File: config.mk
export PLATFORM = sky130hd
export DESIGN_NAME = seq_alu
export DESIGN_NICKNAME = d
export VERILOG_FILES = /design/src/rtl/seq_alu.sv
export SDC_FILE = /design/constraint.sdc
export NUM_CORES = 1
export LEC_CHECK = 0
export ABC_AREA = 1
export CAP_MARGIN = 25
export CORE_MARGIN = 1
export CORE_UTILIZATION = 55
export CTS_CLUSTER_SIZE = 40
export DETAILED_ROUTE_END_ITERATION = 8
export PLACE_DENSITY = 0.86
export SYNTH_ARGS = -nofsm -noshare
export SYNTH_HDL_FRONTEND = slang
export SYNTH_SLANG_ARGS = --single-unit
File: constraint.sdc
create_clock -name clk -period 5.11 [get_ports clk]
set_input_delay 0.511 -clock clk [delete_from_list [all_inputs] [get_ports clk]]
set_output_delay 0.511 -clock clk [all_outputs]
set_load 0.1 [all_outputs]
File: src/rtl/seq_alu.sv
// rtl/seq_alu.sv - handshaked multi-cycle unsigned ALU (add/sub/mul/div/mod)
// Ports:
//   clk, reset (sync, active-low)
//   in_valid/in_ready  : operand handshake carrying a, b (WIDTH) and op (3)
//   out_valid/out_ready: result handshake carrying result, overflow, sign, err
//   busy               : high whenever the unit is not idle
module seq_alu #(
  parameter int WIDTH = 8
) (
  input  logic             clk,
  input  logic             reset,
  input  logic             in_valid,
  output logic             in_ready,
  input  logic [WIDTH-1:0] a,
  input  logic [WIDTH-1:0] b,
  input  logic [2:0]       op,
  output logic             out_valid,
  input  logic             out_ready,
  output logic [WIDTH-1:0] result,
  output logic             overflow,
  output logic             sign,
  output logic             err,
  output logic             busy
);

  localparam int CW = $clog2(WIDTH);

  localparam logic [2:0] OP_ADD = 3'd0;
  localparam logic [2:0] OP_SUB = 3'd1;
  localparam logic [2:0] OP_MUL = 3'd2;
  localparam logic [2:0] OP_DIV = 3'd3;
  localparam logic [2:0] OP_MOD = 3'd4;

  typedef enum logic [1:0] {IDLE, CALC, DONE} state_t;

  state_t             state, state_n;
  logic [WIDTH-1:0]   a_q, a_n;
  logic [WIDTH-1:0]   b_q, b_n;
  logic [2:0]         op_q, op_n;
  // MUL: full product. DIV/MOD: remainder in the upper half, quotient in the lower half.
  logic [2*WIDTH-1:0] acc, acc_n;
  logic [CW-1:0]      cnt, cnt_n;
  logic [CW-1:0]      cnt_m1;
  logic               in_ready_q;
  logic [WIDTH-1:0]   result_q, result_n;
  logic               ov_q, ov_n;
  logic               sign_q, sign_n;
  logic               err_q, err_n;

  // MSB-first shift-add: shift the partial product and add the multiplicand when the bit is set.
  function automatic logic [2*WIDTH-1:0] mul_step(input logic [2*WIDTH-1:0] acc_i,
                                                  input logic [WIDTH-1:0]   mcand,
                                                  input logic               mbit);
    mul_step = (acc_i << 1) + (mbit ? {{WIDTH{1'b0}}, mcand} : {(2*WIDTH){1'b0}});
  endfunction

  // Restoring division step: bring down one dividend bit, subtract if it fits.
  function automatic logic [2*WIDTH-1:0] div_step(input logic [2*WIDTH-1:0] acc_i,
                                                  input logic               dbit,
                                                  input logic [WIDTH-1:0]   divisor);
    logic [WIDTH:0]   trial;
    logic [WIDTH-1:0] rem;
    logic             qbit;
    trial = {acc_i[2*WIDTH-1:WIDTH], dbit};
    qbit  = (trial >= {1'b0, divisor});
    rem   = qbit ? (trial[WIDTH-1:0] - divisor) : trial[WIDTH-1:0];
    div_step = {rem, (acc_i[WIDTH-1:0] << 1) | {{(WIDTH-1){1'b0}}, qbit}};
  endfunction

  assign cnt_m1    = cnt - 1'b1;
  assign in_ready  = in_ready_q;
  assign out_valid = (state == DONE);
  assign busy      = (state != IDLE);
  assign result    = result_q;
  assign overflow  = ov_q;
  assign sign      = sign_q;
  assign err       = err_q;

  always_comb begin
    state_n  = state;
    a_n      = a_q;
    b_n      = b_q;
    op_n     = op_q;
    acc_n    = acc;
    cnt_n    = cnt;
    result_n = result_q;
    ov_n     = ov_q;
    sign_n   = sign_q;
    err_n    = err_q;

    case (state)
      IDLE: begin
        if (in_valid && in_ready_q) begin
          a_n  = a;
          b_n  = b;
          op_n = op;
          case (op)
            OP_ADD: begin
              state_n            = DONE;
              {ov_n, result_n}   = {1'b0, a} + {1'b0, b};
              sign_n             = 1'b0;
              err_n              = 1'b0;
            end
            OP_SUB: begin
              state_n  = DONE;
              ov_n     = 1'b0;
              err_n    = 1'b0;
              if (a >= b) begin
                result_n = a - b;
                sign_n   = 1'b0;
              end else begin
                result_n = b - a;
                sign_n   = 1'b1;
              end
            end
            OP_MUL: begin
              // The accept edge already consumes the top bit, so WIDTH-1 edges remain.
              state_n = CALC;
              acc_n   = mul_step({(2*WIDTH){1'b0}}, a, b[WIDTH-1]);
              cnt_n   = CW'(WIDTH - 1);
            end
            OP_DIV, OP_MOD: begin
              if (b == '0) begin
                state_n  = DONE;
                result_n = '0;
                ov_n     = 1'b0;
                sign_n   = 1'b0;
                err_n    = 1'b1;
              end else begin
                state_n = CALC;
                acc_n   = div_step({(2*WIDTH){1'b0}}, a[WIDTH-1], b);
                cnt_n   = CW'(WIDTH - 1);
              end
            end
            default: begin
              state_n  = DONE;
              result_n = '0;
              ov_n     = 1'b0;
              sign_n   = 1'b0;
              err_n    = 1'b1;
            end
          endcase
        end
      end

      CALC: begin
        // cnt counts remaining bits; bit index cnt-1 is processed on this edge.
        cnt_n = cnt_m1;
        if (op_q == OP_MUL) begin
          acc_n = mul_step(acc, a_q, b_q[cnt_m1]);
        end else begin
          acc_n = div_step(acc, a_q[cnt_m1], b_q);
        end
        if (cnt == CW'(1)) begin
          state_n = DONE;
          sign_n  = 1'b0;
          err_n   = 1'b0;
          if (op_q == OP_MUL) begin
            result_n = acc_n[WIDTH-1:0];
            ov_n     = |acc_n[2*WIDTH-1:WIDTH];
          end else if (op_q == OP_MOD) begin
            result_n = acc_n[2*WIDTH-1:WIDTH];
            ov_n     = 1'b0;
          end else begin
            result_n = acc_n[WIDTH-1:0];
            ov_n     = 1'b0;
          end
        end
      end

      DONE: begin
        if (out_ready) begin
          state_n = IDLE;
        end
      end

      default: state_n = IDLE;
    endcase
  end

  always_ff @(posedge clk) begin
    if (!reset) begin
      state      <= IDLE;
      a_q        <= '0;
      b_q        <= '0;
      op_q       <= '0;
      acc        <= '0;
      cnt        <= '0;
      in_ready_q <= 1'b0;
      result_q   <= '0;
      ov_q       <= 1'b0;
      sign_q     <= 1'b0;
      err_q      <= 1'b0;
    end else begin
      state      <= state_n;
      a_q        <= a_n;
      b_q        <= b_n;
      op_q       <= op_n;
      acc        <= acc_n;
      cnt        <= cnt_n;
      in_ready_q <= (state_n == IDLE);
      result_q   <= result_n;
      ov_q       <= ov_n;
      sign_q     <= sign_n;
      err_q      <= err_n;
    end
  end

endmodule

# Word level (Yosys, flattened, before mapping)
# Index checks and enable logic that the tools add are counted.
[op_classes] add_sub_neg=7 order_cmp=4 n_eq_ne=15 mux=47 n_bitwise=1 reduce_logical=13
[op_table] operator="8-bit 2-to-1 mux" n=10
[op_table] operator="16-bit 2-to-1 mux" n=4
[op_table] operator="16-bit case mux with 2 select lines" n=2
[op_table] operator="8-bit case mux with 4 select lines" n=1
[op_table] operator="8-bit subtractor" n=3
[op_table] operator="16-bit by 8-bit adder with 16-bit output" n=1
[op_table] operator="8-bit case mux with 2 select lines" n=1
[op_table] operator="3-bit case mux with 2 select lines" n=2
[op_table] operator="1-bit 2-to-1 mux" n=11
[op_table] operator="8-bit by 8-bit adder with 9-bit output" n=1
[op_table] operator="3-bit by 2-bit == test with 1-bit output (second input constant)" n=3
[op_table] operator="9-bit by 8-bit greater-or-equal comparator with 1-bit output" n=1
[op_table] operator="1-bit case mux with 3 select lines" n=3
[op_table] operator="1-bit by 8-bit greater-or-equal comparator with 1-bit output" n=1
[op_table] operator="8-bit greater-or-equal comparator" n=1
[op_table] operator="8-bit zero test" n=1
[op_table] operator="2-bit 2-to-1 mux" n=4
[op_table] operator="8-bit by 1-bit bitwise OR with 8-bit output" n=1
[op_table] operator="8-bit OR reduction" n=1
[op_table] operator="1-bit by 8-bit subtractor with 8-bit output" n=1
[op_table] operator="1-bit binary-select mux with 3-bit select" n=2
[op_table] operator="3-bit by 1-bit == test with 1-bit output (second input constant)" n=2
[op_table] operator="3-bit == test (second input constant)" n=2
[op_table] operator="3-bit 2-to-1 mux" n=2
[op_table] operator="other kinds (18)" n=26
[totals] ff_bits=52 inputBits=23 output_inout_bits=14 wordCells=98

# Depth between registers and ports, before layout
# Gate-level depths: netlist of the first run.
[depth] depth_word=11 mapped_depth=25 depth_no_buf=24

# Worst setup path before layout of the first run
# OpenSTA, ideal clock, no wires.
[synth_timing] path_type="register to register" from="register cnt[0]" to="register ov_q, in the netlist overflow" setup_time_ns=0.124 arrival_ns=3.021 required_ns=4.986 slack_ns=1.965 path_stages_with_launch=24 n_path_buf=1 period_less_slack_ns=3.145 path_cell_list="dfxtp_1 -> inv_1 -> ha_1 -> clkbuf_1 -> o211ai_1 -> nand3_1 -> and2_1 -> inv_1 -> nor2_1 -> ha_1 -> inv_1 -> fa_1 -> nor2_1 -> o21ai_0 -> nand2_1 -> nand2_1 -> nand2_1 -> nand3_1 -> nand2_2 -> nand2_1 -> nor2_1 -> nand2_1 -> nand2_1 -> a21oi_2"
[synth_via] elab_chain_cells=11 elab_cells_between_ends=19 classes_between="add/sub (3); order compare (1); eq/ne (2); mux (11); reduce/logical (2)"
[synth_rtl] element="start: declaration" line_no="42" text="logic [CW-1:0] cnt, cnt_n;"
[synth_rtl] element="start signal: assignment" line_no="200" text="cnt <= cnt_n;"
[synth_rtl] element="3-bit by 1-bit subtractor with 3-bit output" line_no="70" text="assign cnt_m1 = cnt - 1'b1;"
[synth_rtl] element="1-bit binary-select mux with 3-bit select, on equally long branches" line_no="150, 152"
[synth_rtl] element="1-bit 2-to-1 mux, on equally long branches" line_no="150, 152"
[synth_rtl] element="8-bit 2-to-1 mux (tied with other cells)" line_no="54" text="mul_step = (acc_i << 1) + (mbit ? {{WIDTH{1'b0}}, mcand} : {(2*WIDTH){1'b0}});"
[synth_rtl] element="16-bit by 8-bit adder with 16-bit output or 8-bit 2-to-1 mux (tied branches)" line_no="54, 66"
[synth_rtl] element="16-bit 2-to-1 mux" line_no="149" text="if (op_q == OP_MUL) begin"
[synth_rtl] element="16-bit 2-to-1 mux" line_no="91" text="case (state)"
[synth_rtl] element="8-bit OR reduction" line_no="160" text="ov_n = |acc_n[2*WIDTH-1:WIDTH];"
[synth_rtl] element="1-bit 2-to-1 mux" line_no="158" text="if (op_q == OP_MUL) begin"
[synth_rtl] element="1-bit 2-to-1 mux" line_no="154" text="if (cnt == CW'(1)) begin"
[synth_rtl] element="1-bit case mux with 2 select lines" line_no="91"
[synth_rtl] element="end signal: assignment" line_no="203" text="ov_q <= ov_n;"
[synth_rtl] element="end: declaration" line_no="46" text="logic ov_q, ov_n;"
# Several ways; a longest one is shown, not always the timed one. The select of a mux whose other input is x is not followed.
# A chain may end at the register's enable or synchronous reset.

# Worst setup path in the final report of the first run
# Same ends and word-level chain as after synthesis.

==> results.txt, run 1 <==
The number of iterations in the first detailed-routing pass is 6. The run finished with clean final reports. The share of post-route cells with drive strength above 1 is 6.60%. The number of synthesis warnings came out at 0. The half-perimeter wire length after detailed placement is 11300 um. Clock tree synthesis selected as its root buffer the cell clkbuf_8. The final-report max-slew violation count is 0. The peak fanout along the critical path is 15. The pin count of the biggest net entering global routing came out at 42. For the pin with the worst max-slew slack, the measured transition is 0.981 ns.

The worst setup path is launched from a flop. The number of nets produced by synthesis is 895. The post-detailed-routing wire length is 14300 um.

The register bit total from synthesis is 52. The first global-routing pass estimated 23800 um of wire. The average wire per cell in the routed design is 14.9 um.

The CTS clock-pin slew for the worst setup and hold paths is 0.10 ns. By area, the combinational part of the netlist is dominated by simple AND/OR/NAND/NOR gates. For the finished layout, the period the worst path requires is 3.78 ns. The upper clock frequency limit is 265 MHz. The launching instance or port of the critical path is cnt[0]. The post-CTS setup repair buffer count came out at 0. The share of the yosys chip area belonging to registers came out at 20.5%.

The multiplexer share of the synthesized area is 0%. The H-tree depth reported by CTS came out at 2. The repair_antennas step left the layout with diodes totalling 0.

The startpoint identified for the worst register-to-register timing path is cnt[0]. The type of destination of the critical path is a flop. The signed area change from the synthesized netlist to the final layout came out at 9.99%. The number of buffers inserted by hold repair at cts is 0.

The critical path arrival is 3.98 ns. The fraction of the mapped netlist area in compound gates came out at 19.6%. The clock latency on the worst-skew pair came out at 0.31 ns.

The leading cell type in the layout, fill and taps excluded is nand2_1. The top-area cell type share of the netlist area came out at 20.5%. The via count of the first global-routing pass came out at 4973.

The number of antenna violations at the first check in global routing is 0. The fraction of the mapped netlist area in simple logic gates is 33.3%. The number of buffers on the longest clock path came out at 2.

The via count of the routed design came out at 5409. Using the TritonRoute via totals, the vias-per-cell ratio works out to 5.65. The worst hold path begins at result[6]. The count of nets left with antenna violations after detail routing is 0. The post-route cell area came out at 5580 sq um. Setup repair after global routing left no endpoint under its margin. In this run the count of I/O pins placed on the die edge is 37. The number of port buffers came out at 36. Counting every sink on the clock net gives 52. The mean area per synthesized cell is 6.15 sq um. The final number of hold-violating endpoints is 0. The worst-case headroom to the max-slew limit is 34.4%. The global routing usage summed across all routing layers came out at 30.7%. The static leakage is 0.00265 uW. The required time of the critical path is 5.31 ns. The final weighted congestion of routability-driven global placement is 1.00. The aggregate global routing overflow is 0. The netlist area before placement is 5070 sq um. By area the synthesized netlist is led by dfxtp_1 (21%), nand2_1 (15%), ha_1 (10%), inv_1 (9.0%), a21oi_1 (6.9%). The cell type with the highest aggregate area in the netlist is dfxtp_1. The residual DRC count is 0. In the layout the commonest cells are nand2_1 (202), inv_1 (121), a21oi_1 (70).

The number of buffers created by CTS came out at 5. The number of setup violations in the final report is 0. The final clock skew came out at 0.0155 ns. The min-delay analysis places its worst path in the category reg2reg. The placement row count came out at 34. The post-synthesis adder-cell area fraction is 12.3%. The final net count is 918.

The aggregate negative setup slack came out at 0 ns. The final-layout fill cell count is 781. The maximum resistive drop on vdd is 0.212 mV.

The final worst-path cycle share is 73.9%. The tightest hold path in the finished design has a slack of 0.481 ns. The floorplan step defined a die boundary enclosing 9610 sq um. Counting every instance in the synthesized netlist gives 825. TritonCTS built the clock tree. The count of cell types in the netlist is 46. The number of max-cap violations came out at 0.

The starting DRC count in detailed routing is 515. The sum of internal, switching and leakage power came out at 1510 uW. The total area inside the core boundary comes to 8810 sq um. The count of cells resized by post-cts repair is 0. For this configuration, the core starts out at a cell density of 57.6%. The startpoint-to-endpoint class of the critical path is reg2reg. The post-placement cell area came out at 5490 sq um.

The width of the die came out at 98.0 um. From bottom edge to top edge, the die measures 98.0 um. Cells fill 63.4% of the core in the end. The area share of xor/xnor cells in the synthesized design is 2.42%. In this run the power density over the cells is 271 nW/um^2.
[registers in the layout (all words and copies together) (netlist names)]
register and cells:
a_q 8, cnt 3, sign 1, acc 16, op_q 3, result 8, b_q 8, in_ready 1
err 1, overflow 1, state 2
[worst max-delay path, cell delays in order, from the launching register on]
cell,delay [ns]
dfxtp_1,0.60
inv_1,0.19
ha_1,0.45
a21oi_1,0.14
o21ai_0,0.09
nand3_1,0.09
and2_1,0.14
inv_1,0.10
nor2_1,0.12
ha_1,0.19
inv_1,0.06
fa_1,0.43
nor2_1,0.12
o21ai_0,0.10
nand2_1,0.15
nand2_1,0.08
nand2_1,0.08
nand3_1,0.10
nand2_2,0.11
nand2_1,0.05
nor2_1,0.10
nand2_1,0.06
nand2_1,0.08
a21oi_2,0.05
[layout make-up]
class / instances / area, sq um / share of cell area, %
Timing Repair Buffer: 40 / 390 / 7.00
Clock inverter: 2 / 16.3 / 0.291
Multi-Input combinational cell: 618 / 3430 / 61.5
Clock buffer: 6 / 72.6 / 1.30
Tap cell: 108 / 135 / 2.42
Sequential cell: 52 / 1040 / 18.7
Inverter: 131 / 493 / 8.83
[power breakdown]
part	internal [uW]	leakage, uW	switching, uW
Clock	98.0	0.0000414	147
Combinational	254	0.00218	536
Sequential	440	0.000425	34.5
[routing by layer]
metal  global-route usage, %  vias to the layer above  share of wire (%)
met5                    3.08                        -               0.22
met4                    15.5                        2                4.4
met3                    4.37                       49                8.5
met2                    46.8                      261                 43
met1                    41.9                     2381                 44
li1                        -                     2716                  -
[cells in the mapped netlist (all sizes together)]
cell    count
a21boi      2
o22ai       2
nand4       5
inv       128
nor4        2
xor2       12
o21bai      5
o211ai      7
a22oi       2
o211a       1
and2        2
a31o        1
nor3        8
o21a        1
a21o        1
or2         3
nand3      76
a21oi      74
dfxtp      52
clkbuf     10
a31oi       9
fa          5
nand3b      2
buf        14
nand2     212
a221oi      2
o21ai      71
xnor2       2
nor2       69
ha         42
clkinv      3
[cell families (layout without fill, tap and decap cells)]
kind of cell / count (synthesis) / in the layout
xor+xnor: 14 / 14
compound gates: 178 / 178
flops: 52 / 52
simple gates: 379 / 379
fa+ha+maj: 47 / 47
buf+inv: 155 / 179
[stage by stage]
stage	setup slack [ns]	std cells
final	1.33	957
after global routing	0.938	957
after CTS	1.40	957
after detailed placement	1.41	949
after global placement	1.56	949
after floorplan	1.97	825
[path summary, 6_finish.rpt]
kind,end,slack [ns],cells after the start
max,overflow,1.33,23
min,result[6],0.48,2
max reg2reg,overflow,1.33,23
min reg2reg,result[6],0.48,2
No activity file was read; power rests on OpenSTA's default activity.
==> run 2, diff against run 1 <==
--- a/config.mk
+++ b/config.mk
@@ -11,7 +11,7 @@
 export CORE_UTILIZATION = 55
 export CTS_CLUSTER_SIZE = 40
 export DETAILED_ROUTE_END_ITERATION = 8
-export PLACE_DENSITY = 0.86
+export PLACE_DENSITY = 0.88
 export SYNTH_ARGS = -nofsm -noshare
 export SYNTH_HDL_FRONTEND = slang
 export SYNTH_SLANG_ARGS = --single-unit
==> constraint.sdc (replaced) <==
create_clock -name clk -period 3 [get_ports clk]
set_input_delay 0.3 -clock clk [delete_from_list [all_inputs] [get_ports clk]]
set_output_delay 0.3 -clock clk [all_outputs]
set_load 0.1 [all_outputs]
==> results.txt, run 2 (same netlist as run 1, synthesis figures left out) <==
The part of the power in the clock network came out at 14.8% (-1.4 points). The via density per instance came out at 5.99 (+5.9%). The final number of hold-violating endpoints is 0 (unchanged). The worst hold path terminates at result[4]. The pin count of the biggest net entering global routing came out at 41 (-2.4%).

The type of destination of the critical path is a flop. The sequential power share is 27.1% (-4.3 points). The average wire per cell in the routed design came out at 16.7 um (+12%). The maximum resistive drop on vdd came to 0.271 mV (+28%). The standard cell core area is 8810 sq um (unchanged). The placement row count is 34 (unchanged). The full die area is 9610 sq um (unchanged). The number of flip-flops under the largest register name was 16 (unchanged). The number of buffers created by CTS came out at 5 (unchanged). The leading cell type in the layout, fill and taps excluded is nand2_1. The maximum cell stage delay along the critical path came out at 0.35 ns (-0.25 ns). STA classifies the critical path startpoint as a flop. The post-detailed-routing wire length is 16700 um (+17%).

The via count of the routed design was 5976 (+10%). The signal on the critical path passes through inv_2 -> ha_4 -> o211ai_1 -> nand3_2 -> and2_4 -> inv_6 -> buf_6 -> nor2_2 -> ha_4 -> nand2_1 -> nand2_1 -> inv_1 -> nand3_2 -> nand2_2 -> nand3_1 -> nand2_1 -> nor2_2 -> nor2_2 -> nand2_1 -> nor2_1 -> nand2_1 -> nand2_2 -> a21oi_2. The worst hold slack is 0.480 ns (-0.00164 ns).

The number of buffers inserted by hold repair at cts is 0 (unchanged). The first-pass GRT wire length came out at 25800 um (+8.3%). The final-layout fill cell count came out at 644 (-18%). The aggregate global routing overflow came out at 0 (unchanged). The height of the die came out at 98.0 um (unchanged). Setup repair after global routing could not meet its margin everywhere. Ranked by flip-flop count, first place goes to acc. The width of the die is 98.0 um (unchanged). The number of cell instances on the worst register-to-register path is 23 (unchanged).

The top cell types in the final layout, fill and taps aside, are nand2_1 (183), inv_1 (113), a21oi_1 (61). The clock latency on the worst-skew pair came out at 0.32 ns (about the same). The setup path with the least slack is of type reg2reg. The switching power as a share of total power was 48.1% (+0.58 points). The number of buffers on the longest clock path is 2 (unchanged). The peak fanout along the critical path came out at 6 (-9).

The startpoint of the lowest-slack hold path is result[4]. The final period demand of the worst path is 3.11 ns (-0.665 ns). The required time of the critical path came to 3.21 ns (-2.10 ns).

The final weighted congestion of routability-driven global placement came out at 1.02 (+2.3%). The critical path arrival is 3.32 ns (-0.66 ns). The residual DRC count is 0 (unchanged). The slew at the pin closest to its max-slew limit is 0.979 ns (-0.00233 ns). The switching power summed over all nets is 1440 uW (+100%). The half-perimeter wire length after detailed placement came out at 11900 um (+4.7%). The via count of the first global-routing pass came out at 5429 (+9.2%).

The number of antenna violations at the first check in global routing is 0 (unchanged). The number of iterations in the first detailed-routing pass came out at 7 (+1). The signed area change from the synthesized netlist to the final layout came out at 23.4%. The final net count came to 959 (+4.5%). The sink count of the clock tree is 52 (unchanged). The least setup slack across all paths after layout was -0.112 ns (-1.44 ns). The number of max-cap violations came out at 0 (unchanged). On the critical path, the stage with the largest delay is an instance of dfxtp_2. The effective utilization at floorplan came out at 57.6% (unchanged). The H-tree depth reported by CTS came out at 2 (unchanged). The reg-to-reg setup timing slack came out at -0.11 ns (-1.44 ns). In this run the critical register-to-register path is captured at overflow. The flow ran to the end, but the final reports show violations. The number of setup violations in the final report came to 3 (+3). Counting stages on the worst path, the most repeated cell is nand2_1. TritonCTS built the clock tree. The count of nets left with antenna violations after detail routing is 0 (unchanged). The number of port buffers was 36 (unchanged).

The final worst-path cycle share came out at 104% (+30 points). The final-report max-slew violation count is 0 (unchanged). The CTS clock-pin slew for the worst setup and hold paths is 0.11 ns (about the same).

The final clock skew is 0.0125 ns (-0.00309 ns). The upper clock frequency limit came to 321 MHz (+21%). The min-delay analysis places its worst path in the category reg2reg. The worst hold path cell count came to 2 (unchanged).

The starting DRC count in detailed routing came to 716 (+39%). The worst register-to-register path begins at cnt[0]. The number of primary I/O pins is 37 (unchanged). The internal power of the cells is 1550 uW (+96%). The final antenna diode count came out at 0 (unchanged). The global routing usage summed across all routing layers is 33.0% (+2.4 points). CTS placed an instance of clkbuf_8 at the clock tree root. The sum of internal, switching and leakage power came out at 2980 uW (+98%). The worst-case headroom to the max-slew limit is 34.5% (+0.16 points). The power density over the cells came out at 477 nW/um^2 (+76%). The part of the power in combinational logic came out at 58.0% (+5.7 points). The static leakage was 0.00292 uW (+10%). The final reports fail on setup timing. The share of post-route cells with drive strength above 1 came out at 20.8% (+14 points).
[run 2: cell types whose count changed in the layout (fill, tap and decap cells not counted), moves of 8 or more]
| cell | previous run | this run |
|---|---|---|
| a21oi_1 | 70 | 61 |
| a21oi_2 | 4 | 13 |
| buf_4 | 4 | 49 |
| clkdlybuf4s50_1 | 36 | 28 |
| ha_1 | 42 | 34 |
| ha_4 | 0 | 8 |
| inv_1 | 121 | 113 |
| nand2_1 | 202 | 183 |
| nand2_2 | 8 | 25 |
| nand3_1 | 69 | 55 |
| nand3_2 | 7 | 21 |
| nor2_1 | 62 | 50 |
| nor2_2 | 5 | 14 |
[run 2: how the worst max path moves through the flow]
stage                start   endpoint  slack, ns  cells past startpoint
floorplan           cnt[0]   overflow       0.03                     24
global placement    cnt[0]   overflow      -0.07                     23
detailed placement  cnt[0]   overflow      -0.16                     21
CTS                 cnt[0]  result[3]      0.004                     18
global route        cnt[1]   overflow      -0.20                     23
finish              cnt[0]   overflow      -0.11                     23
[run 2: final cells by class]
type	count	area [sq um]	area share, %
Clock buffer	5	68.8	1.10
Timing Repair Buffer	81	693	11.1
Clock inverter	3	27.5	0.440
Multi-Input combinational cell	618	3790	60.6
Sequential cell	52	1040	16.7
Inverter	131	499	7.98
Tap cell	108	135	2.16
[run 2: what timing repair did]
item / CTS / global route
gates resized for setup: 10 / 91
pin swaps: 7 / 53
buffers inserted: 1 / 11
endpoints found under the setup margin: 15 / 20
[run 2: power by group through the flow]
stage,Combinational [uW],Clock [uW],Sequential (uW)
after floorplan,933,0,883
after global placement,1370,0,814
after detailed placement,1390,0,815
after CTS,1420,441,800
after global routing,1860,472,817
final,1730,443,810
[run 2: critical path: cells and delay by family, from the launching register on]
| kind | cells | cell delay [ns] |
|---|---|---|
| simple gates | 15 | 1.61 |
| fa+ha+maj | 2 | 0.55 |
| flops | 1 | 0.35 |
| buf+inv | 4 | 0.32 |
| compound gates | 2 | 0.18 |
[run 2: per-layer routing]
metal / track usage, % / vias to the layer above / wire, um
met5: 0 / - / 0
met4: 17.4 / 0 / 1010
met3: 5.65 / 109 / 1590
met2: 52.8 / 388 / 7550
met1: 42.6 / 2675 / 6550
li1: - / 2804 / -
[run 2: stage by stage]
step / area [sq um] / utilization [%] / std cells / setup WS (ns) / setup TNS [ns]
6_report: 6260 / 71.1 / 998 / -0.112 / -0.131
5_1_grt: 6260 / 71.1 / 998 / -0.201 / -1.21
4_1_cts: 5850 / 66.4 / 988 / 0.00370 / 0
3_5_place_dp: 5700 / 64.7 / 979 / -0.156 / -0.715
3_3_place_gp: 5700 / 64.7 / 979 / -0.0684 / -0.148
2_1_floorplan: 5080 / - / 825 / 0.0255 / 0
